`config.mk`:
```
export PLATFORM = sky130hd
export DESIGN_NAME = uart_tx_buffer
export DESIGN_NICKNAME = d
export VERILOG_FILES = /design/src/rtl/uart_tx_buffer.sv
export SDC_FILE = /design/constraint.sdc
export NUM_CORES = 1
export LEC_CHECK = 0
export ABC_AREA = 0
export ABC_CLOCK_PERIOD_IN_PS = 3400
export CORE_UTILIZATION = 50
export DETAILED_ROUTE_END_ITERATION = 7
export PLACE_DENSITY = 0.68
export SLEW_MARGIN = 20
export SYNTH_ARGS = -nofsm -noshare
export SYNTH_HDL_FRONTEND = slang
export SYNTH_SLANG_ARGS = --single-unit
export TNS_END_PERCENT = 5
```
`constraint.sdc`:
```
create_clock -name i_clk -period 3.4 [get_ports i_clk]
set_input_delay 0.68 -clock i_clk [delete_from_list [all_inputs] [get_ports i_clk]]
set_output_delay 0.68 -clock i_clk [all_outputs]
set_load 0.02 [all_outputs]
```
`src/rtl/uart_tx_buffer.sv`:
```
// Transmit byte FIFO feeding Tx_uart: absorbs back-to-back writes and hands
// bytes out one frame at a time over the start/done handshake.
module uart_tx_buffer #(
  parameter int NB_BITS    = 8,
  parameter int DEPTH_LOG2 = 4
) (
  input  logic                  i_clk,
  input  logic                  i_rst,
  input  logic [NB_BITS-1:0]    i_data,
  input  logic                  i_wr,
  input  logic                  i_tx_done,
  output logic [NB_BITS-1:0]    o_data,
  output logic                  o_tx_start,
  output logic [DEPTH_LOG2:0]   o_count,
  output logic                  o_empty,
  output logic                  o_full,
  output logic                  o_overflow
);

  localparam int DEPTH = 1 << DEPTH_LOG2;

  typedef enum logic [1:0] {IDLE, START, WAIT} state_t;

  state_t                  state, state_nxt;
  logic [NB_BITS-1:0]      mem [DEPTH];
  logic [DEPTH_LOG2-1:0]   wr_ptr, rd_ptr;
  logic [DEPTH_LOG2:0]     count;
  logic                    wr_en, pop;

  // Full is judged on the registered count, so a pop on the same edge
  // cannot rescue a write that arrives while full.
  assign o_empty    = (count == '0);
  assign o_full     = (count == (DEPTH_LOG2+1)'(DEPTH));
  assign wr_en      = i_wr & ~o_full;
  assign o_count    = count;
  assign o_tx_start = (state == START);

  always_comb begin
    state_nxt = state;
    pop       = 1'b0;
    case (state)
      IDLE:  if (!o_empty) begin
               pop       = 1'b1;
               state_nxt = START;
             end
      START: state_nxt = WAIT;
      WAIT:  if (i_tx_done) state_nxt = IDLE;
      default: state_nxt = IDLE;
    endcase
  end

  always_ff @(posedge i_clk) begin
    if (wr_en) mem[wr_ptr] <= i_data;
  end

  always_ff @(posedge i_clk or negedge i_rst) begin
    if (!i_rst) begin
      state      <= IDLE;
      wr_ptr     <= '0;
      rd_ptr     <= '0;
      count      <= '0;
      o_data     <= '0;
      o_overflow <= 1'b0;
    end else begin
      state <= state_nxt;
      if (wr_en) wr_ptr <= wr_ptr + DEPTH_LOG2'(1);
      if (pop) begin
        rd_ptr <= rd_ptr + DEPTH_LOG2'(1);
        o_data <= mem[rd_ptr];
      end
      case ({wr_en, pop})
        2'b10:   count <= count + (DEPTH_LOG2+1)'(1);
        2'b01:   count <= count - (DEPTH_LOG2+1)'(1);
        default: count <= count;
      endcase
      if (i_wr && o_full) o_overflow <= 1'b1;
    end
  end

endmodule
```
==> results.md, run 1 <==
* Status: complete, no violations
* Flops & latches, synth at between 150 and 200
* RR Endpoint: o_count[4]$_DFFE_PN0P_
* Wire length per cell at around 22 µm
* CP delay by family, top: simple AND/OR/NAND/NOR gates
* Met3 Use GR at under 10%
* Post-synthesis sequential area ratio at 72.2%
* Gr busiest metal: met2
* Design area at ~0.0073 mm²
* Met2 GRT Util at about a third
* Worst VDD drop at around 0.00051 V
* Placed Area at 0.00673 mm²
* Lkg Pwr at 2.55 nW
* RR Startpoint: o_count[1]$_DFFE_PN0P_
* Final Skew at 0.00647 ns
* RSZ-0062 raised after global routing: false
* Synth area leaders: edfxtp_1, mux4_2, dfrtp_1
* Die area at around 0.013 mm²
* CP required at about 2.7 ns
* CP cell instances: or4_4 > nor2_1 > clkdlybuf4s50_1
* Synth Area per Inst at around 19 µm²
* Largest family of logic cells by synthesized area: multiplexers
* Number of port buffers at 28
* Pre-antenna DRT Iters at 4
* Iter 0 DRT Violations at slightly below 300
* Post_cts resized at 0
* Routed WL at 11.6 mm
* CP peak stage delay at 0.62 ns
* FF-to-FF setup slack at ~0.55 ns
* Final Hold Violating Endpoints at 0
* Area used by multi-input combinational logic at approximately 0.0016 mm²
* DRC at 0
* GR Overflow Total at 0
* Initial Util at 51.3%
* H-tree Lvls at 4
* Post-synthesis simple-gate area fraction at ~4.8%
* Actual slew at the worst max-slew pin at about 0.67 ns
* Drt via density at around 5.8
* Bufs on Longest Clock Path at 2
* CTS Root Cell: clkbuf_16
* Synth Area in Compound Gates at 3.23%
* Max Cap Violations at 0
* Setup-failing EPs final at 0
* Reg2reg path depth at 10
* Post-DP HPWL at 7.42 mm
* Final #Nets at ~400
* Met1 global-route usage at roughly 28%
* Hold Path Origin: o_overflow$_DFFE_PN0P_
* Synthesized Nets at between 300 and 400
* Largest net degree at the start of global routing at 35
* PwrDens at about 900 mW/mm²
* Crit Path Class: reg2out
* Skew-Pair Late Insertion Delay at about 0.42 ns
* Area of the core at between 0.01 and 0.015 mm²
* Die height at ~110 µm
* Hold_buf cts at 0
* Worst hold path depth at 1
* Vias in the first global route at 3,228
* Max-slew violation count at 0
* Critical path buffers and inverters at 1
* Period Utilization, post-route at 86.6%
* Vias at 3,081
* Reg clk slew, reported paths at roughly 0.06 ns
* Synth area leader: edfxtp_1
* First-pass GRT wire length at ~18 mm
* Initial antenna violation count at 0
* FF+latch area at approximately 0.0044 mm²
* Worst path arrival time at between 2 and 2.5 ns
* Library cells used by synthesis at 39
* Util after Layout at ~60%
* Mux contribution to synthesized area at between 10 and 15%
* Clock buffer count from CTS at 17
* Total GRT Usage at 20.7%
* Peak Freq at about 0.34 GHz
* Synth Warn # at 0
* # Post-CTS Setup Buffers at 0
* # diodes at 0
* Final Power at about 6.6 mW
* Post-layout min period at 2.95 ns
* XOR/XNOR share of the synthesized area at 1.57%
* Synth Area in Adders at between 1.5 and 2%
* Hold endpoint: o_overflow$_DFFE_PN0P_
* Die width at approximately 110 µm
* Synth Instances at 321
* Site row count at 40
* Setup TNS at 0 ns
* Post-DRT Antenna Nets at 0
* Synthesized area at 0.00616 mm²
* Ports at 29
* Layout area overhead at 19.0%
* Clk sinks at 152
* Worst Setup End Kind: primary output
* Gpl congestion at roughly 0.77
* CP startpoint kind: flip-flop
* Worst path slowest cell: clkdlybuf4s50_1
* CP Max Fanout at 9
* Origin of the worst setup path: o_count[1]$_DFFE_PN0P_
* Worst Hold Class: reg2reg
* Fill count at between 800 and 900
* Ratio of cells with drive above 1 in the final layout at roughly 26%
* CTS tree: yes
* Yosys top cell area share at between 60% and 70%
* Slew headroom at roughly 56%
state kept, by name, indices dropped and copies added (netlist names):
register / count
o_overflow: 1
rd_ptr: 4
wr_ptr: 4
mem: 128
state: 2
o_count: 5
o_data: 8
worst max-delay path by stage:
stage | end | slack [ns] | depth (start not counted)
2_1_floorplan | o_count[4]$_DFFE_PN0P_ | 0.39 | 12
3_5_place_dp | o_count[4]$_DFFE_PN0P_ | 0.41 | 10
4_1_cts | o_full | 0.44 | 3
3_3_place_gp | o_count[4]$_DFFE_PN0P_ | 0.44 | 10
5_1_grt | o_full | 0.35 | 3
6_report | o_full | 0.45 | 3
layout by cell type (no fill, tap or decap), types with 2 or more instances in the layout:
cell and count:
nand4_1 2, buf_12 2, a21oi_1 3, clkinv_2 2
clkinv_1 6, bufinv_16 4, buf_4 22, mux2i_1 17
edfxtp_1 128, xnor2_1 7, nand2_1 20, nor3_1 4
inv_1 5, nand2b_1 3, ha_1 8, nor4b_1 2
clkbuf_16 17, o221ai_2 8, or2_2 2, clkdlybuf4s50_1 28
nor2_1 16, dfrtp_2 2, nor2b_1 2, mux4_2 32
xor2_1 4, a21o_1 2, dfrtp_1 22
final cells by class:
| class | count | share of cell area [%] |
|---|---|---|
| tap | 147 | 2.51 |
| clock buffer | 18 | 5.86 |
| clock inverter | 13 | 2.19 |
| multi-input combinational | 146 | 21.7 |
| timing repair buffer | 52 | 6.63 |
| sequential | 152 | 60.7 |
| inverter | 6 | 0.342 |
cells in the mapped netlist (all sizes together):
cell	count
nand3b	1
o21ai	2
mux2	1
o221ai	8
clkbuf	4
a31oi	1
nor3	4
or4	1
a21oi	3
nor4b	2
dfrtp	24
or2	2
a21o	2
ha	8
inv	6
a21boi	1
xnor2	7
nor2b	2
edfxtp	128
nand4	2
mux2i	17
xor2	4
nor3b	1
a22oi	1
nand2b	4
mux4	32
nor4	1
o22ai	1
nand2	21
nor2	16
or3b	1
buf	13
stage by stage:
stage	hold WS, ns	instances	setup WS (ns)
3_5_place_dp	0.444	503	0.408
6_report	0.454	534	0.454
5_1_grt	0.472	534	0.348
3_3_place_gp	0.445	503	0.435
2_1_floorplan	0.384	321	0.386
4_1_cts	0.456	534	0.442
routing by layer:
layer	wire length, µm	vias to the layer above
met2	5690	85
met1	5150	1599
li1	-	1378
met3	583	19
met4	180	0
met5	0	-
worst register-to-register path, stage by stage, from the launching register on:
cell     delay (ns)
dfrtp_1        0.48
or4_4          0.60
o21ai_4        0.17
inv_4          0.08
ha_1           0.21
xor2_1         0.14
ha_1           0.23
a21oi_1        0.08
or3b_2         0.45
a31oi_1        0.21
xnor2_1        0.13
kinds of logic (layout without fill, tap and decap cells):
logic type | count (synthesis) | count (layout)
and+or+nand+nor | 58 | 58
DFF | 152 | 152
AOI/OAI and AO/OA | 19 | 19
xor gates and xnor gates | 11 | 11
buffers and inverters | 23 | 89
adders and majority gates | 8 | 8
muxes | 50 | 50
power breakdown:
group	internal, mW	total (mW)	switching (mW)
logic	1.03	2.08	1.05
registers	2.34	2.63	0.298
clock network	1.20	1.88	0.676
No activity file was read; power rests on OpenSTA's default activity.
==> inputs of run 2 (changes only) <==
Settings changed: ABC_CLOCK_PERIOD_IN_PS 3400 to 3500.
Clock period 3.4 ns to 3.5 ns, I/O delays scaled along.
==> results.md, run 2 (synthesized netlist as in run 1, its figures left out) <==
* Status: complete, no violations
* Post_cts resized at 0
* Post-DP HPWL at about 7.6 mm
* Initial antenna violation count at 0
* Ratio of cells with drive above 1 in the final layout at between 20 and 30%
* CP required at 3.84 ns
* Top Layer Used: met4
* RSZ-0062 raised after global routing: false
* CP delay by family, top: simple AND/OR/NAND/NOR gates
* Max reg flops at about 130
* Worst path arrival time at around 3.4 ns
* Final Hold Violating Endpoints at 0
* Site row count at 40
* Slew headroom at slightly below 60%
* Max Cap Violations at 0
* Vias in the first global route at 3,262
* Lkg Pwr at ~2.5 nW
* Total GRT Usage at between 20% and 30%
* Commonest non-fill, non-tap cell in the layout: edfxtp_1
* Layout area overhead at 18.6%
* Worst path slowest cell: or4_4
* GR Overflow Total at 0
* Commonest non-fill, non-tap cells in the layout: edfxtp_1, mux4_2, clkdlybuf4s50_1
* Drt via density at 5.80
* FF+latch area at approximately 0.0044 mm²
* Period Utilization, post-route at 85.8%
* Bufs on Longest Clock Path at 2
* Crit Path Class: reg2reg
* CP cell instances: or4_4 > o21ai_4 > inv_4 > ha_1 > xor2_1 > ha_1 > a21oi_1 > or3b_2 > a31oi_1 > xnor2_1
* DRC at 0
* Clk sinks at around 150
* Routed WL at approximately 12 mm
* Vias at approximately 3,100
* H-tree Lvls at 4
* Post-DRT Antenna Nets at 0
* Reg clk slew, reported paths at roughly 0.06 ns
* First-pass GRT wire length at between 15 and 20 mm
* Pre-antenna DRT Iters at 4
* WL met3 at 680 µm
* Worst VDD drop at about 0.00045 V
* Number of port buffers at 28
* Reg with most FFs: mem
* Final #Nets at approximately 400
* Post-layout min period at roughly 3.0 ns
* Met2 WL post-DR at 5.97 mm
* Most used cell, CP: ha_1
* Metal-1 WL at ~5.1 mm
* Initial Util at 51.3%
* Layout Cells excl Fill at 537
* Setup-failing EPs final at 0
* # diodes at 0
* Die width at 113 µm
* Gpl congestion at 0.797
* Setup TNS at 0 ns
* PwrDens at around 870 mW/mm²
* Area of the core at 0.0120 mm²
* Actual slew at the worst max-slew pin at 0.631 ns
* CP peak stage delay at roughly 0.61 ns
* Worst Hold Class: reg2reg
* Fill count at between 800 and 900
* Area used by multi-input combinational logic at ~0.0016 mm²
* CP startpoint kind: flip-flop
* Peak Freq at 0.333 GHz
* CP Max Fanout at 9
* Die area at approximately 0.013 mm²
* Max-slew violation count at 0
* Hold_buf cts at 0
* Die height at around 110 µm
* Final Skew at 0.0106 ns
* Iter 0 DRT Violations at between 300 and 400
* # Post-CTS Setup Buffers at 0
* Skew-Pair Late Insertion Delay at roughly 0.42 ns
* Largest net degree at the start of global routing at 25
* CTS Root Cell: clkbuf_16
* Clock buffer count from CTS at 17
* Ports at 29
* Critical path buffers and inverters at 1
* Wire length per cell at ~22 µm
* Dpl cells at 505
* CTS tree: yes
* Worst Setup End Kind: flip-flop
==> run 2: cell count changes in the layout (fill, tap and decap cells not counted), moves of 3 or more <==
cell,change
buf_4,+4
bufinv_16,-3
clkinv_1,-6
inv_6,+8
==> run 2: final timing paths <==
path	slack (ns)	to	startpoint	cells past startpoint
worst max-delay path	0.50	o_count[4]$_DFFE_PN0P_	o_count[1]$_DFFE_PN0P_	10
worst min-delay path	0.46	o_overflow$_DFFE_PN0P_	o_overflow$_DFFE_PN0P_	1
worst max register to register	0.50	o_count[4]$_DFFE_PN0P_	o_count[1]$_DFFE_PN0P_	10
max in group asynchronous	2.54	rd_ptr[2]$_DFFE_PN0P_	i_rst	2
min in group asynchronous	0.67	o_data[7]$_DFFE_PN0P_	i_rst	2
worst min register to register	0.46	o_overflow$_DFFE_PN0P_	o_overflow$_DFFE_PN0P_	1
==> run 2: cell type report <==
cell class	count	area share [%]
clock inverter	15	2.11
sequential	152	60.9
multi-input combinational	146	21.8
timing repair buffer	54	6.51
inverter	6	0.343
tap	147	2.52
clock buffer	17	5.82
==> run 2: metrics by stage <==
step                area, µm²  utilization [%]  total power, mW  setup WS [ns]  hold WS, ns
floorplan                6160                -             3.98          0.486        0.404
global placement         6720             56.0             4.56          0.412        0.445
detailed placement       6720             56.0             4.62          0.373        0.444
CTS                      7300             60.8             6.41          0.502        0.458
global route             7300             60.8             6.66          0.304        0.473
finish                   7300             60.8             6.35          0.496        0.457
==> run 2: per-layer routing <==
metal	up-vias	track usage [%]
met5	-	0
met4	0	7.28
met1	1619	27.4
met2	93	33.8
met3	14	6.48
li1	1388	-
==> run 2: where the power goes <==
group / internal [mW] / total, mW / leakage (nW) / switching, mW
registers: 2.27 / 2.60 / 1.44 / 0.332
logic: 0.985 / 1.97 / 0.826 / 0.983
clock network: 1.01 / 1.79 / 0.277 / 0.781
total: 4.26 / 6.35 / 2.54 / 2.10
